### config.mk
export PLATFORM = sky130hd
export DESIGN_NAME = posit_exec_stage_flat
export DESIGN_NICKNAME = d
export VERILOG_FILES = /design/src/rtl/posit_exec_pkg.sv /design/src/rtl/posit_exec_if.sv /design/src/rtl/posit_exec_ctrl.sv /design/src/rtl/posit_exec_stage.sv /design/src/flat_wrapper.sv
export SDC_FILE = /design/constraint.sdc
export NUM_CORES = 1
export LEC_CHECK = 0
export ABC_AREA = 1
export BUFFER_PORTS_ARGS = -buffer_cell sky130_fd_sc_hd__buf_2
export CAP_MARGIN = 20
export CORE_MARGIN = 2
export CORE_UTILIZATION = 40
export CTS_BUF_LIST = sky130_fd_sc_hd__clkbuf_8 sky130_fd_sc_hd__clkbuf_16
export DETAILED_ROUTE_END_ITERATION = 16
export GPL_ROUTABILITY_DRIVEN = 0
export PLACE_DENSITY_LB_ADDON = 0.08
export SLEW_MARGIN = 5
export SYNTH_ARGS = -nofsm -noshare
export SYNTH_HDL_FRONTEND = slang
export SYNTH_SLANG_ARGS = --single-unit
### constraint.sdc
create_clock -name clk -period 2 [get_ports clk]
set_input_delay 0.1 -clock clk [delete_from_list [all_inputs] [get_ports clk]]
set_output_delay 0.1 -clock clk [all_outputs]
set_load 0.005 [all_outputs]
### src/rtl/posit_exec_pkg.sv
// Shared definitions for the posit ALU execute stage: op encodings,
// legality check and compare-result packing.
package posit_exec_pkg;

  typedef enum logic [2:0] {
    OP_ADD = 3'b000,
    OP_SUB = 3'b001,
    OP_AND = 3'b010,
    OP_OR  = 3'b011,
    OP_XOR = 3'b100,
    OP_CMP = 3'b101
  } op_e;

  // AND keeps the ALU's compare outputs quiet while the stage is idle
  localparam logic [2:0] ALU_SEL_RST = OP_AND;

  function automatic logic op_is_legal(input logic [2:0] op);
    return op <= OP_CMP;
  endfunction

  // Compare result layout in the low bits of out_data: {z, c}
  function automatic logic [1:0] cmp_pack(input logic c, input logic z);
    return {z, c};
  endfunction

endpackage

### src/rtl/posit_exec_if.sv
// Operation-in / result-out handshake bundle for posit_exec_stage.
interface posit_exec_if #(
  parameter int DW = 8
);
  logic          in_valid;
  logic          in_ready;
  logic [2:0]    in_op;
  logic [DW-1:0] in_a;
  logic [DW-1:0] in_b;
  logic          out_valid;
  logic          out_ready;
  logic [DW-1:0] out_data;
  logic          out_err;

  modport slave (
    input  in_valid, in_op, in_a, in_b, out_ready,
    output in_ready, out_valid, out_data, out_err
  );

  modport master (
    output in_valid, in_op, in_a, in_b, out_ready,
    input  in_ready, out_valid, out_data, out_err
  );
endinterface

### src/rtl/posit_exec_ctrl.sv
// Valid/ready control for the two-entry execute pipeline (operand and
// result registers); datapath registers live in the top.
module posit_exec_ctrl (
  input  logic clk,
  input  logic rst,
  input  logic in_valid,
  input  logic out_ready,
  output logic in_ready,
  output logic accept,
  output logic cap,
  output logic out_fire,
  output logic vld_p2
);

  logic vld_p1;
  logic adv;

  // s1 may move on whenever the result slot is empty or being drained
  assign adv      = !vld_p2 || out_ready;
  assign in_ready = !vld_p1 || adv;
  assign accept   = in_valid && in_ready;
  assign cap      = vld_p1 && adv;
  assign out_fire = vld_p2 && out_ready;

  always_ff @(posedge clk or posedge rst) begin
    if (rst) begin
      vld_p1 <= 1'b0;
      vld_p2 <= 1'b0;
    end else begin
      if (accept)   vld_p1 <= 1'b1;
      else if (adv) vld_p1 <= 1'b0;

      if (cap)            vld_p2 <= 1'b1;
      else if (out_ready) vld_p2 <= 1'b0;
    end
  end

endmodule

### src/rtl/posit_exec_stage.sv
// Two-stage execute wrapper around the external combinational posit ALU:
// registers operands toward the ALU, captures its result, keeps flags and a retire count.
module posit_exec_stage
  import posit_exec_pkg::*;
#(
  parameter int DW    = 8,
  parameter int CNT_W = 16
) (
  input  logic               clk,
  input  logic               rst,
  posit_exec_if.slave        bus,
  output logic [DW-1:0]      alu_in1,
  output logic [DW-1:0]      alu_in2,
  output logic [2:0]         alu_select,
  input  logic [DW-1:0]      alu_out,
  input  logic               alu_c,
  input  logic               alu_z,
  output logic               flag_c,
  output logic               flag_z,
  output logic [CNT_W-1:0]   retired
);

  logic          accept;
  logic          cap;
  logic          out_fire;
  logic          vld_p2;
  logic [2:0]    op_p1;
  logic [DW-1:0] res_p2;
  logic          err_p2;

  function automatic logic [CNT_W-1:0] sat_inc(input logic [CNT_W-1:0] v);
    return (&v) ? v : v + {{(CNT_W-1){1'b0}}, 1'b1};
  endfunction

  posit_exec_ctrl u_ctrl (
    .clk       (clk),
    .rst       (rst),
    .in_valid  (bus.in_valid),
    .out_ready (bus.out_ready),
    .in_ready  (bus.in_ready),
    .accept    (accept),
    .cap       (cap),
    .out_fire  (out_fire),
    .vld_p2    (vld_p2)
  );

  assign bus.out_valid = vld_p2;
  assign bus.out_data  = res_p2;
  assign bus.out_err   = err_p2;

  // Stage 1: operand register driving the ALU; illegal ops never reach alu_select
  always_ff @(posedge clk or posedge rst) begin
    if (rst) begin
      alu_in1    <= '0;
      alu_in2    <= '0;
      alu_select <= ALU_SEL_RST;
      op_p1      <= ALU_SEL_RST;
    end else if (accept) begin
      alu_in1 <= bus.in_a;
      alu_in2 <= bus.in_b;
      op_p1   <= bus.in_op;
      if (op_is_legal(bus.in_op)) alu_select <= bus.in_op;
    end
  end

  // Stage 2: result register and architectural flags
  always_ff @(posedge clk or posedge rst) begin
    if (rst) begin
      res_p2 <= '0;
      err_p2 <= 1'b0;
      flag_c <= 1'b0;
      flag_z <= 1'b0;
    end else if (cap) begin
      if (!op_is_legal(op_p1)) begin
        res_p2 <= '0;
        err_p2 <= 1'b1;
      end else if (op_p1 == OP_CMP) begin
        res_p2 <= {{(DW-2){1'b0}}, cmp_pack(alu_c, alu_z)};
        err_p2 <= 1'b0;
        flag_c <= alu_c;
        flag_z <= alu_z;
      end else begin
        res_p2 <= alu_out;
        err_p2 <= 1'b0;
      end
    end
  end

  always_ff @(posedge clk or posedge rst) begin
    if (rst)           retired <= '0;
    else if (out_fire) retired <= sat_inc(retired);
  end

endmodule
### src/flat_wrapper.sv
// flat-port wrapper written by rule: the top's interface ports become plain ports
module posit_exec_stage_flat import posit_exec_pkg::*;
#(
  parameter int DW    = 8,
  parameter int CNT_W = 16
)
  (clk, rst, alu_in1, alu_in2, alu_select, alu_out, alu_c, alu_z, flag_c, flag_z, retired, bus_in_valid, bus_in_op, bus_in_a, bus_in_b, bus_out_ready, bus_in_ready, bus_out_valid, bus_out_data, bus_out_err);
  posit_exec_if #(.DW(DW)) bus_i ();
  input  logic clk;
  input  logic rst;
  output logic [DW-1:0] alu_in1;
  output logic [DW-1:0] alu_in2;
  output logic [2:0] alu_select;
  input  logic [DW-1:0] alu_out;
  input  logic alu_c;
  input  logic alu_z;
  output logic flag_c;
  output logic flag_z;
  output logic [CNT_W-1:0] retired;
  input wire logic [$bits(bus_i.in_valid)-1:0] bus_in_valid;
  input wire logic [$bits(bus_i.in_op)-1:0] bus_in_op;
  input wire logic [$bits(bus_i.in_a)-1:0] bus_in_a;
  input wire logic [$bits(bus_i.in_b)-1:0] bus_in_b;
  input wire logic [$bits(bus_i.out_ready)-1:0] bus_out_ready;
  output wire logic [$bits(bus_i.in_ready)-1:0] bus_in_ready;
  output wire logic [$bits(bus_i.out_valid)-1:0] bus_out_valid;
  output wire logic [$bits(bus_i.out_data)-1:0] bus_out_data;
  output wire logic [$bits(bus_i.out_err)-1:0] bus_out_err;
  assign bus_i.in_valid = bus_in_valid;
  assign bus_i.in_op = bus_in_op;
  assign bus_i.in_a = bus_in_a;
  assign bus_i.in_b = bus_in_b;
  assign bus_i.out_ready = bus_out_ready;
  assign bus_in_ready = bus_i.in_ready;
  assign bus_out_valid = bus_i.out_valid;
  assign bus_out_data = bus_i.out_data;
  assign bus_out_err = bus_i.out_err;
  posit_exec_stage #(.DW(DW), .CNT_W(CNT_W)) u_core (.clk(clk), .rst(rst), .bus(bus_i), .alu_in1(alu_in1), .alu_in2(alu_in2), .alu_select(alu_select), .alu_out(alu_out), .alu_c(alu_c), .alu_z(alu_z), .flag_c(flag_c), .flag_z(flag_z), .retired(retired));
endmodule
# After elaboration in Yosys (flattened, before gate mapping)
# Index checks and enable logic that the tools add are counted.
dict set report word_totals {
  regBits 51
  latchBits 0
  mem_bits_rw 0
  romBits 0
  in_bits 33
  out_inout_bits 48
  elab_cells 36
  memories 0
}
dict set report op_classes {
  n_addsub 1
  n_mul 0
  div_mod_pow 0
  n_lt_le_gt_ge 2
  eq_ne 1
  shifts 0
  mux 7
  n_bitwise 1
  n_reduce_logical 13
}
# operator count
set ops {}
lappend ops {{16-bit by 1-bit adder with 16-bit output, second input constant} 1}
lappend ops {{8-bit 2-to-1 mux} 2}
lappend ops {{16-bit AND reduction} 1}
lappend ops {{3-bit less-or-equal comparator, second input constant} 2}
lappend ops {{1-bit 2-to-1 mux} 5}
lappend ops {{2-bit AND reduction} 2}
lappend ops {{2-bit nonzero test} 2}
lappend ops {{3-bit == test, second input constant} 1}
lappend ops {{1-bit logical AND} 3}
lappend ops {{3-bit AND reduction} 1}
lappend ops {{1-bit zero test} 2}
lappend ops {{1-bit logical OR} 2}
lappend ops {{1-bit NOT} 1}

# Longest topological paths before layout
dict set report depth {
  ltp_word 5
  ltp_mapped 9
  mapped_depth_nobuf 8
}

# Cells and area by module
# A second synthesis with hierarchy kept.
dict set report unflattened {
  hier_cells 290
  hier_area_um2 2392.3
}
# mod instances cells_each area_per_inst_um2 seq_area_each_um2
set modules_own_cells {}
lappend modules_own_cells {posit_exec_stage 1 275 2285.9 1228.7}
lappend modules_own_cells {posit_exec_ctrl 1 15 106.4 50.0}

# Least setup slack after synthesis
# No wires, ideal clock.
dict set report synth_path {
  path_kind {flip-flop to flip-flop}
  from {register u_core.retired[0]}
  to {register u_core.retired[7]}
  setup_time_ns 0.118
  arrival_ns 1.354
  t_required_ns 1.882
  setup_slack_ns 0.528
  path_stages_with_launch 10
  path_buffers 1
  synth_period_minus_slack_ns 1.472
  path_cell_list {dfrtp_1 ha_1 inv_1 nor2_2 nand3_2 nand2_4 nand2_4 buf_6 nand2_2 o21ai_2}
}
dict set report synth_via {
  elab_chain_cells 3
  word_cells_on_any_way 4
  classes_between {add/sub (1); bitwise (1); reduce/logical (2)}
}
# item line
set synth_rtl {}
lappend synth_rtl {{start: declaration} posit_exec_stage.sv:20} ;# output logic [CNT_W-1:0] retired
lappend synth_rtl {{start signal: assignment} posit_exec_stage.sv:91} ;# else if (out_fire) retired <= sat_inc(retired);
lappend synth_rtl {{parallel branches: the longest is 3 deep, another holds 16-bit by 1-bit adder with 16-bit output} -}
# Parallel ways; which one is timed is not known.
# A chain may end at the register's enable or synchronous reset.

# Worst setup path in the final report
dict set report layout_path {
  from {register u_core.retired[0]}
  to {register u_core.retired[11]}
}
# The elaborated chain is that of the path after synthesis.

==> results by group <==
Route
  • Post-DRT Antenna Nets: 0
  • Vias per cell: roughly 4.5
  • Routed WL per cell: 11.5 um
  • Drt drc: 0
  • Total routed wirelength: approximately 5400 um
  • First-pass DRT Iterations: 4
  • Via count: 2,144
  • Initial DRC Count: 87

Clock tree
  • Clk Latency, worst-skew pair: around 300 ps
  • CTS tree: built
  • Htree depth: 2
  • Worst-path clk slew: ~90 ps
  • CTS max path bufs: 2
  • CTS Hold Bufs: 17
  • Post-CTS Setup Inserts: 0
  • PostCTS Resize Cnt: 0
  • Root buf cell: clkbuf_8
  • TritonCTS Buffers: 5
  • CTS Sinks: 51

Logic synthesis
  • Synth Instances: about 300
  • Avg Inst Size Synth: 8.13 um2
  • Synth Net Count: 329
  • Synth area leaders: dfrtp_1, nand2_1, inv_1
  • Synth Cell Area: 2400 um2
  • Synth unique cells: 22
  • Sequential element share of the synthesized area: a little over half
  • Synth Register Bits: 51
  • Share of the synthesized area in the top cell type: 51.1%
  • Syn. warnings: 0
  • Top cell type by total area after synthesis: dfrtp_1

Place
  • DP Worst Slack: 319 ps
  • Hpwl dp: approximately 4000 um
  • Buffers on Ports: 80

Layout
  • Synth-to-Final Area Change: 30.9%
  • Share of cells above drive strength 1: 28.1%
  • Nets: 431
  • Ant. Diodes: 0
  • FILL cells: around 550
  • Commonest non-fill, non-tap cell in the layout: nand2_1
  • Most frequent cells in the layout: nand2_1, buf_2, dfrtp_1

Setup path
  • Worst R2R Path Depth: 8
  • Reg-to-Reg End: u_core.retired[11]
  • Worst EP arrival: about 1900 ps
  • Worst-path fanout max: 21
  • CP startpoint kind: register
  • Critical path type: reg2reg
  • Reg-to-reg setup timing slack: 320 ps
  • WP data required: approximately 2200 ps
  • Worst Setup End Kind: register
  • Worst reg2reg path startpoint: u_core.retired[0]

Power
  • Sw Share: 34.5%
  • Sequential Power Share: between 50% and 60%
  • IR Drop Worst-Case VDD: roughly 0.00049 V
  • Pwr dens: 920 nW/um2
  • Net Sw Power: 0.998 mW
  • Total internal power: around 1.9 mW
  • Leak: 1.69 nW
  • Clock group share of total power: 19.9%
  • Logic pwr share: 29.9%

STA
  • Final Hold Fails: 0
  • Max Freq: 595 MHz
  • Final worst setup slack: between 300 and 400 ps
  • RSZ-0062 raised after global routing: false
  • Final critical-path required period: 1680 ps
  • Worst clock skew: 7.35 ps
  • Max-slew violations: 0
  • Final setup TNS: 0 ps
  • Setup Viol. Count Final: 0
  • Fin crit share: around 84%
  • Worst Tran Pin Value: about 600 ps
  • Slew headroom: approximately three fifths

Min path
  • WHS Path Cells: 3
  • HP Start: alu_z
  • Worst Hold End: u_core.flag_z
  • Hold WC Path Type: in2reg

Floorplanning
  • Die ar.: 6630 um2
  • Chip Height: 81.4 um
  • Num ports: 81
  • Initial Util: 41.0%
  • Placeable Area: 5850 um2
  • # rows: 28
  • Die width: 81.4 um

GRT
  • GRT Total Usage: around 17%
  • Largest net degree at the start of global routing: 23
  • Vias in the first global route: 2,054
  • Initial antenna violation count: 0
  • Congestion Overflow GR: 0
  • First-pass GRT wire length: 9060 um

Job
  • Max_cap viols: 0

Status
  • Outcome: complete, no violations
==> worst max-delay path, cell delays in order, from the launching register on <==
cell	delay (ps)
dfrtp_1	430
ha_1	270
inv_1	70
nor2_2	140
nand3_2	110
nand2_4	140
nand2_4	200
nand2_1	150
o21ai_2	60
==> power by group through the flow <==
stage | sequential [mW] | combinational [mW] | clock, mW
floorplan | 1.47 | 0.489 | 0
global placement | 1.46 | 0.842 | 0
detailed placement | 1.47 | 0.857 | 0
CTS | 1.45 | 0.882 | 0.601
global route | 1.49 | 0.990 | 0.642
finish | 1.45 | 0.863 | 0.575
==> sequential cells by signal (all words and copies together) (netlist names) <==
signal	cells
u_core.alu_select	3
u_core.op_p1	3
u_core.alu_in1	8
u_core.u_ctrl.vld_p1	1
u_core.retired	16
u_core.alu_in2	8
u_core.flag_z	1
u_core.bus.out_err	1
u_core.flag_c	1
u_core.bus.out_data	8
u_core.u_ctrl.vld_p2	1
==> final cells by class <==
cell class / count / area (um2) / area share (%)
Sequential cell: 51 / 1280 / 40.7
Multi-Input combinational cell: 207 / 963 / 30.7
Timing Repair Buffer: 102 / 608 / 19.4
Inverter: 30 / 113 / 3.59
Tap cell: 75 / 93.8 / 2.99
Clock buffer: 5 / 68.8 / 2.19
Clock inverter: 3 / 15.0 / 0.478
==> metrics by stage <==
stage	instance area (um2)	std cells	hold WS [ps]	util [%]	power (mW)
final	3140	473	37.6	53.7	2.89
after global routing	3140	473	38.1	53.7	3.12
after CTS	3140	473	24.5	53.7	2.93
after detailed placement	2890	448	148	49.3	2.33
after global placement	2890	448	139	49.3	2.30
after floorplan	2400	295	210	-	1.96
==> how the worst max path moves through the flow <==
stage / startpoint / end / slack (ps) / depth (start not counted)
3_3_place_gp: u_core.retired[1] / u_core.retired[11] / 400 / 8
6_report: u_core.retired[0] / u_core.retired[11] / 320 / 8
4_1_cts: u_core.retired[0] / u_core.retired[11] / 310 / 8
2_1_floorplan: u_core.retired[0] / u_core.retired[7] / 530 / 9
3_5_place_dp: u_core.retired[0] / u_core.retired[11] / 320 / 8
5_1_grt: u_core.retired[1] / u_core.retired[11] / 160 / 8
==> synthesized netlist by cell type <==
cell      number
nand2_4        2
buf_6          2
nand3_2        1
o21ai_2        7
buf_2          2
inv_1         29
clkinv_1       1
dfrtp_1       49
xor2_1         8
dfstp_2        2
nor2_1        26
nand2_2        6
o21a_1         1
nand2_1      111
nor3_1         1
ha_1           1
a21oi_1        6
nand3_1       16
o21ai_0       15
clkbuf_1       3
nor2_2         2
nand4_1        4
==> logic make-up after synthesis <==
logic type,Yosys count,synth area share (%)
flip-flops,51,53.3
buffers and inverters,37,6.52
AND/OR/NAND/NOR,169,29.5
XOR/XNOR,8,2.92
AO/OA/AOI/OAI,29,7.25
adder cells (fa/ha/maj),1,0.522
==> per-layer routing <==
metal  global-route usage (%)  vias up  share of wire [%]  routed length [um]
li1                         -     1114                  -                   -
met1                     21.6      969                 45                2460
met2                     30.7       55                 48                2620
met3                     4.40        6                5.5                 299
met4                     4.07        0               0.98                  53
met5                        0        -                  0                   0
(Power assumes the default switching activity.)
